File: src/rtl/btn_pkg.sv
// Shared definitions for the push-button conditioner: channel state encoding
// and default 100 MHz timing constants.
package btn_pkg;

    typedef enum logic [1:0] {
        RELEASED   = 2'd0,
        DB_PRESS   = 2'd1,
        PRESSED    = 2'd2,
        DB_RELEASE = 2'd3
    } btn_state_e;

    localparam int DEBOUNCE_10MS = 1000000;
    localparam int LONG_1S       = 100000000;

endpackage

File: src/rtl/btn_conditioner_if.sv
// Button bundle between the raw pins and the timer core: raw inputs in,
// debounced level and event pulses out, one bit per channel.
interface btn_conditioner_if #(parameter int N_BTN = 3);

    logic [N_BTN-1:0] btn_raw;
    logic [N_BTN-1:0] btn_level;
    logic [N_BTN-1:0] btn_press;
    logic [N_BTN-1:0] btn_release;
    logic [N_BTN-1:0] btn_long;

    modport master (
        output btn_raw,
        input  btn_level, btn_press, btn_release, btn_long
    );

    modport slave (
        input  btn_raw,
        output btn_level, btn_press, btn_release, btn_long
    );

endinterface

File: src/rtl/btn_channel.sv
// One button channel: two-flop synchronizer, debounce FSM, and hold counter
// producing a registered level plus press/release/long-press pulses.
module btn_channel
    import btn_pkg::*;
#(
    parameter int DEBOUNCE_CYCLES = DEBOUNCE_10MS,
    parameter int LONG_CYCLES     = LONG_1S,
    parameter int CNT_W           = 27
) (
    input  logic clk_100MHz,
    input  logic reset,
    input  logic raw,
    output logic level_o,
    output logic press_o,
    output logic release_o,
    output logic long_o
);

    localparam logic [CNT_W-1:0] DB_LAST   = CNT_W'(DEBOUNCE_CYCLES - 1);
    localparam logic [CNT_W-1:0] LONG_LAST = CNT_W'(LONG_CYCLES - 1);
    localparam logic [CNT_W-1:0] HOLD_MAX  = CNT_W'(LONG_CYCLES);

    logic             sync1_q, sync2_q;
    btn_state_e       state_q, state_d;
    logic [CNT_W-1:0] dcnt_q, dcnt_d;
    logic [CNT_W-1:0] hcnt_q, hcnt_d;
    logic             level_q, level_d;
    logic             press_q, press_d;
    logic             release_q, release_d;
    logic             long_q, long_d;

    always_ff @(posedge clk_100MHz) begin
        if (reset) begin
            sync1_q   <= 1'b0;
            sync2_q   <= 1'b0;
            state_q   <= RELEASED;
            dcnt_q    <= '0;
            hcnt_q    <= '0;
            level_q   <= 1'b0;
            press_q   <= 1'b0;
            release_q <= 1'b0;
            long_q    <= 1'b0;
        end else begin
            sync1_q   <= raw;
            sync2_q   <= sync1_q;
            state_q   <= state_d;
            dcnt_q    <= dcnt_d;
            hcnt_q    <= hcnt_d;
            level_q   <= level_d;
            press_q   <= press_d;
            release_q <= release_d;
            long_q    <= long_d;
        end
    end

    always_comb begin
        state_d   = state_q;
        dcnt_d    = dcnt_q;
        hcnt_d    = hcnt_q;
        level_d   = level_q;
        press_d   = 1'b0;
        release_d = 1'b0;
        long_d    = 1'b0;
        case (state_q)
            RELEASED: begin
                if (sync2_q) begin
                    state_d = DB_PRESS;
                    dcnt_d  = '0;
                end
            end
            DB_PRESS: begin
                if (!sync2_q) begin
                    state_d = RELEASED;
                end else if (dcnt_q == DB_LAST) begin
                    state_d = PRESSED;
                    level_d = 1'b1;
                    press_d = 1'b1;
                    hcnt_d  = '0;
                end else begin
                    dcnt_d = dcnt_q + 1'b1;
                end
            end
            PRESSED: begin
                // Hold time keeps counting on the cycle the release is first seen.
                if (hcnt_q == LONG_LAST) long_d = 1'b1;
                if (hcnt_q != HOLD_MAX)  hcnt_d = hcnt_q + 1'b1;
                if (!sync2_q) begin
                    state_d = DB_RELEASE;
                    dcnt_d  = '0;
                end
            end
            DB_RELEASE: begin
                if (sync2_q) begin
                    state_d = PRESSED;
                end else if (dcnt_q == DB_LAST) begin
                    state_d   = RELEASED;
                    level_d   = 1'b0;
                    release_d = 1'b1;
                end else begin
                    dcnt_d = dcnt_q + 1'b1;
                end
            end
            default: state_d = RELEASED;
        endcase
    end

    assign level_o   = level_q;
    assign press_o   = press_q;
    assign release_o = release_q;
    assign long_o    = long_q;

endmodule

File: src/rtl/btn_conditioner.sv
// Push-button front end for the stopwatch: N_BTN independent conditioned
// channels feeding the timer core's start/pause/mode inputs.
module btn_conditioner
    import btn_pkg::*;
#(
    parameter int N_BTN           = 3,
    parameter int DEBOUNCE_CYCLES = DEBOUNCE_10MS,
    parameter int LONG_CYCLES     = LONG_1S,
    parameter int CNT_W           = 27
) (
    input logic               clk_100MHz,
    input logic               reset,
    btn_conditioner_if.slave  bus
);

    logic [N_BTN-1:0] level_w, press_w, release_w, long_w;

    for (genvar i = 0; i < N_BTN; i++) begin : g_ch
        btn_channel #(
            .DEBOUNCE_CYCLES (DEBOUNCE_CYCLES),
            .LONG_CYCLES     (LONG_CYCLES),
            .CNT_W           (CNT_W)
        ) u_ch (
            .clk_100MHz (clk_100MHz),
            .reset      (reset),
            .raw        (bus.btn_raw[i]),
            .level_o    (level_w[i]),
            .press_o    (press_w[i]),
            .release_o  (release_w[i]),
            .long_o     (long_w[i])
        );
    end

    assign bus.btn_level   = level_w;
    assign bus.btn_press   = press_w;
    assign bus.btn_release = release_w;
    assign bus.btn_long    = long_w;

endmodule

File: src/flat_wrapper.sv
// flat-port wrapper written by rule: the top's interface ports become plain ports
module btn_conditioner_flat import btn_pkg::*;
#(
    parameter int N_BTN           = 3,
    parameter int DEBOUNCE_CYCLES = DEBOUNCE_10MS,
    parameter int LONG_CYCLES     = LONG_1S,
    parameter int CNT_W           = 27
)
  (clk_100MHz, reset, bus_btn_raw, bus_btn_level, bus_btn_press, bus_btn_release, bus_btn_long);
  btn_conditioner_if #(.N_BTN(N_BTN)) bus_i ();
  input logic clk_100MHz;
  input logic reset;
  input wire logic [$bits(bus_i.btn_raw)-1:0] bus_btn_raw;
  output wire logic [$bits(bus_i.btn_level)-1:0] bus_btn_level;
  output wire logic [$bits(bus_i.btn_press)-1:0] bus_btn_press;
  output wire logic [$bits(bus_i.btn_release)-1:0] bus_btn_release;
  output wire logic [$bits(bus_i.btn_long)-1:0] bus_btn_long;
  assign bus_i.btn_raw = bus_btn_raw;
  assign bus_btn_level = bus_i.btn_level;
  assign bus_btn_press = bus_i.btn_press;
  assign bus_btn_release = bus_i.btn_release;
  assign bus_btn_long = bus_i.btn_long;
  btn_conditioner #(.N_BTN(N_BTN), .DEBOUNCE_CYCLES(DEBOUNCE_CYCLES), .LONG_CYCLES(LONG_CYCLES), .CNT_W(CNT_W)) u_core (.clk_100MHz(clk_100MHz), .reset(reset), .bus(bus_i));
endmodule
File: config.mk
export PLATFORM = sky130hd
export DESIGN_NAME = btn_conditioner_flat
export DESIGN_NICKNAME = d
export VERILOG_FILES = /design/src/rtl/btn_pkg.sv /design/src/rtl/btn_conditioner_if.sv /design/src/rtl/btn_channel.sv /design/src/rtl/btn_conditioner.sv /design/src/flat_wrapper.sv
export SDC_FILE = /design/constraint.sdc
export NUM_CORES = 1
export LEC_CHECK = 0
export BUFFER_PORTS_ARGS = -buffer_cell sky130_fd_sc_hd__buf_2
export CAP_MARGIN = 20
export CORE_MARGIN = 4
export CORE_UTILIZATION = 60
export DETAILED_ROUTE_END_ITERATION = 12
export GPL_TIMING_DRIVEN = 0
export PLACE_DENSITY_LB_ADDON = 0.3
export SYNTH_ARGS = -nofsm -noshare
export SYNTH_HDL_FRONTEND = slang
export SYNTH_HIERARCHICAL = 1
export SYNTH_SLANG_ARGS = --single-unit
export TNS_END_PERCENT = 50
File: constraint.sdc
create_clock -name clk_100MHz -period 3.1 [get_ports clk_100MHz]
set_input_delay 0.62 -clock clk_100MHz [delete_from_list [all_inputs] [get_ports clk_100MHz]]
set_output_delay 0.62 -clock clk_100MHz [all_outputs]
set_load 0.005 [all_outputs]
==> results.py <==
metrics = {
    "flow_run": {
        "drv_cap": 0,
    },
    "place": {
        "place_congestion": 0.8928,
        "dp_hpwl_um": 14610,
        "portBuffers": 16,
        "placed_area_mm2": 0.009889,
        "dp_slack_ns": 0.4582,
    },
    "final_layout": {
        "design_area_mm2": 0.01054,
        "n_fill_cell": 1256,
        "final_nets": 1154,
        "syn_to_final_growth_pct": 10.56,
        "layout_commonest_cell": "dfxtp_1",
        "drive_gt1_frac": 0.1180,
        "antennaDiodeCount": 0,
        "layout_common_cells": "dfxtp_1, nor2_1, nand2_1",
    },
    "timing": {
        "period_needed_ns": 2.741,
        "fin_crit_sh": 0.8842,
        "timing.slew.headroom": 0.4048,
        "whs_ns": 0.3997,
        "fin_tns_setup_ns": 0,
        "finalMaxSlewViolations": 0,
        "clock.fmax_mhz": 364.8,
        "rsz0062_at_grt": "no",
        "worst_slew_pin_slew_ns": 0.8855,
        "setup_viol": 0,
        "finClkSkew_ns": 0.008281,
        "layout_setup_ws_ns": 0.3590,
        "finalHoldViolations": 0,
    },
    "setup_path": {
        "end_kind": "flip-flop",
        "crit_required_ns": 3.39,
        "worstSetupPathType": "reg -> reg",
        "crit_buf_inv": 2,
        "crit_fanout": 10,
        "max_stage_delay_ns": 0.53,
        "slowest_stage": "nor4_1",
        "r2r_start": "u_core/g_ch[0].u_ch/dcnt_q[0]",
        "cp-start-kind": "flip-flop",
        "cp_top_family": "buffers and inverters",
        "path_cells": "ha_1 > nand4b_1 > nor4_1 > a21o_1 > clkbuf_1 > buf_1 > a21oi_1",
        "cp.arrival_ns": 3.03,
        "startpoint": "u_core/g_ch[0].u_ch/dcnt_q[0]",
    },
    "yosys": {
        "synth-edff-count": 0,
        "syn_nets": 1117,
        "synth_async_sr_flop_share": 0,
        "synth_area_per_cell_um2": 8.645,
        "synth.distinct_cells": 73,
        "netlist_area_mm2": 0.009535,
        "syn_inst": 1103,
        "yosys_warnings": 6,
        "ys.flop_type": "dfxtp_1",
        "synth-seq-cells": 186,
        "seq_area_frac_synth": 0.3905,
    },
    "clocking": {
        "clockBufferDepth": 2,
        "cts-htree-levels": 4,
        "cts_tree": "built",
        "clock-root-buffer": "clkbuf_16",
        "cts_sinks": 186,
        "post_cts_buffers": 0,
        "worstSkewPairLatency_ns": 0.43,
        "cts_resized": 0,
        "cts_buffers": 17,
        "cts_hold_buffers": 0,
        "clkSlewWorstSetupHoldPaths_ns": 0.07,
    },
    "detailed_routing": {
        "drt_iter0_markers": 886,
        "drt_pass1_iterations": 6,
        "postRouteAntennaNets": 0,
        "via_count": 8684,
        "wl_um": 21760,
        "routed_via_density": 6.367,
        "drc": 0,
        "post_drt_wl_per_cell_um": 15.95,
    },
    "global_route": {
        "antenna_found_initial": 0,
        "grt_usage": 0.2416,
        "grt_pass1_wl_um": 36940,
        "grt_overflow_total": 0,
        "grt_pass1_vias": 7811,
        "grt_max_degree": 17,
    },
    "floorplanning": {
        "core_mm2": 0.01537,
        "start_util": 0.6204,
        "die_w_um": 134.1,
        "die-area_mm2": 0.01797,
        "die_h_um": 134.1,
        "ioPinCount": 17,
        "row_count": 45,
    },
    "pwr": {
        "fin_total_pwr_mw": 4.937,
        "leakage_nw": 3.464,
        "power_density_mw_per_mm2": 468.3,
        "max-vdd-ir-drop_uv": 482.5,
    },
    "run_status": {
        "run_status": "finished, final reports clean",
    },
    "min_path": {
        "hold_class": "in -> reg",
        "min-delay-start": "bus_btn_raw[1]",
    },
}
[synthesized netlist by cell type (9+ instances only)]
master    instances  area share
nor4b_1          10      0.0092
a21oi_1          65       0.034
ha_1              9       0.012
o211ai_1         11      0.0087
or4_1            45       0.035
nand4_1          48       0.031
nor4_1           36       0.024
buf_6             9       0.011
o31ai_1          37       0.029
nand2_1          95       0.037
and3_1           16       0.010
nor2b_1          14      0.0092
clkbuf_1         24      0.0094
inv_1            21      0.0083
nor3_1           24       0.013
xnor2_1          13       0.012
dfxtp_1         186        0.39
and2_1           14      0.0092
nor2_1           97       0.038
xor2_1           49       0.045
and4_1            9      0.0083
nand3_1          64       0.034
o21ai_0          31       0.016
or3_1            18       0.012
[routing by layer]
| layer | track usage | vias up | part of all wire |
|---|---|---|---|
| met4 | 0.06448 | 0 | 0.015 |
| met5 | 0 | - | 0 |
| met1 | 0.3339 | 4112 | 0.46 |
| met2 | 0.3877 | 303 | 0.46 |
| met3 | 0.04989 | 41 | 0.061 |
| li1 | - | 4228 | - |
[cell families (layout without fill, tap and decap cells)]
logic type               count (synthesis)  after routing  synth area share
adder cells (fa/ha/maj)                  9              9           0.01181
AO/OA/AOI/OAI                          215            215            0.1519
XOR/XNOR                                64             64           0.06036
buffers and inverters                   69            119           0.04317
multiplexers                             7              7          0.007873
flip-flops                             186            186            0.3905
AND/OR/NAND/NOR                        553            553            0.3343
[per-stage QoR]
stage / util / std cells
after CTS: 0.6859 / 1364
after floorplan: - / 1103
after global placement: 0.6427 / 1330
final: 0.6859 / 1364
after global routing: 0.6859 / 1364
after detailed placement: 0.6434 / 1332
[worst paths after layout]
kind	to	slack, ns	depth (start not counted)
hold / removal	u_core/g_ch[1].u_ch/sync1_q	0.40	2
setup / recovery	u_core/g_ch[0].u_ch/hcnt_q[25]	0.36	7
hold reg to reg	u_core/g_ch[1].u_ch/sync2_q	0.45	1
setup reg to reg	u_core/g_ch[0].u_ch/hcnt_q[25]	0.36	7
[sequential cells by signal, indices dropped and copies added, names as in the netlist, named ones only]
signal                      flops
u_core/g_ch.u_ch/dcnt_q        81
u_core/g_ch.u_ch/hcnt_q        81
u_core/g_ch.u_ch/level_o        3
u_core/g_ch.u_ch/long_o         3
u_core/g_ch.u_ch/press_o        3
u_core/g_ch.u_ch/release_o      3
u_core/g_ch.u_ch/state_q        3
u_core/g_ch.u_ch/sync1_q        3
u_core/g_ch.u_ch/sync2_q        3
[where the power goes]
| part | internal (mW) | switching (mW) |
|---|---|---|
| clock network | 1.47 | 0.925 |
| logic | 0.0423 | 0.0944 |
| registers | 2.40 | 0.00485 |
| total | 3.91 | 1.02 |
[cell type report]
class | instances | area [um2] | area share
multi-input combinational | 848 | 5400 | 0.5122
inverter | 21 | 78.83 | 0.007477
clock inverter | 11 | 192.7 | 0.01828
tap | 211 | 264.0 | 0.02504
buffer | 48 | 332.8 | 0.03157
clock buffer | 21 | 460.4 | 0.04367
sequential | 186 | 3724 | 0.3532
timing repair buffer | 18 | 90.09 | 0.008545
Note: power is estimated with default switching activity, not from simulation.
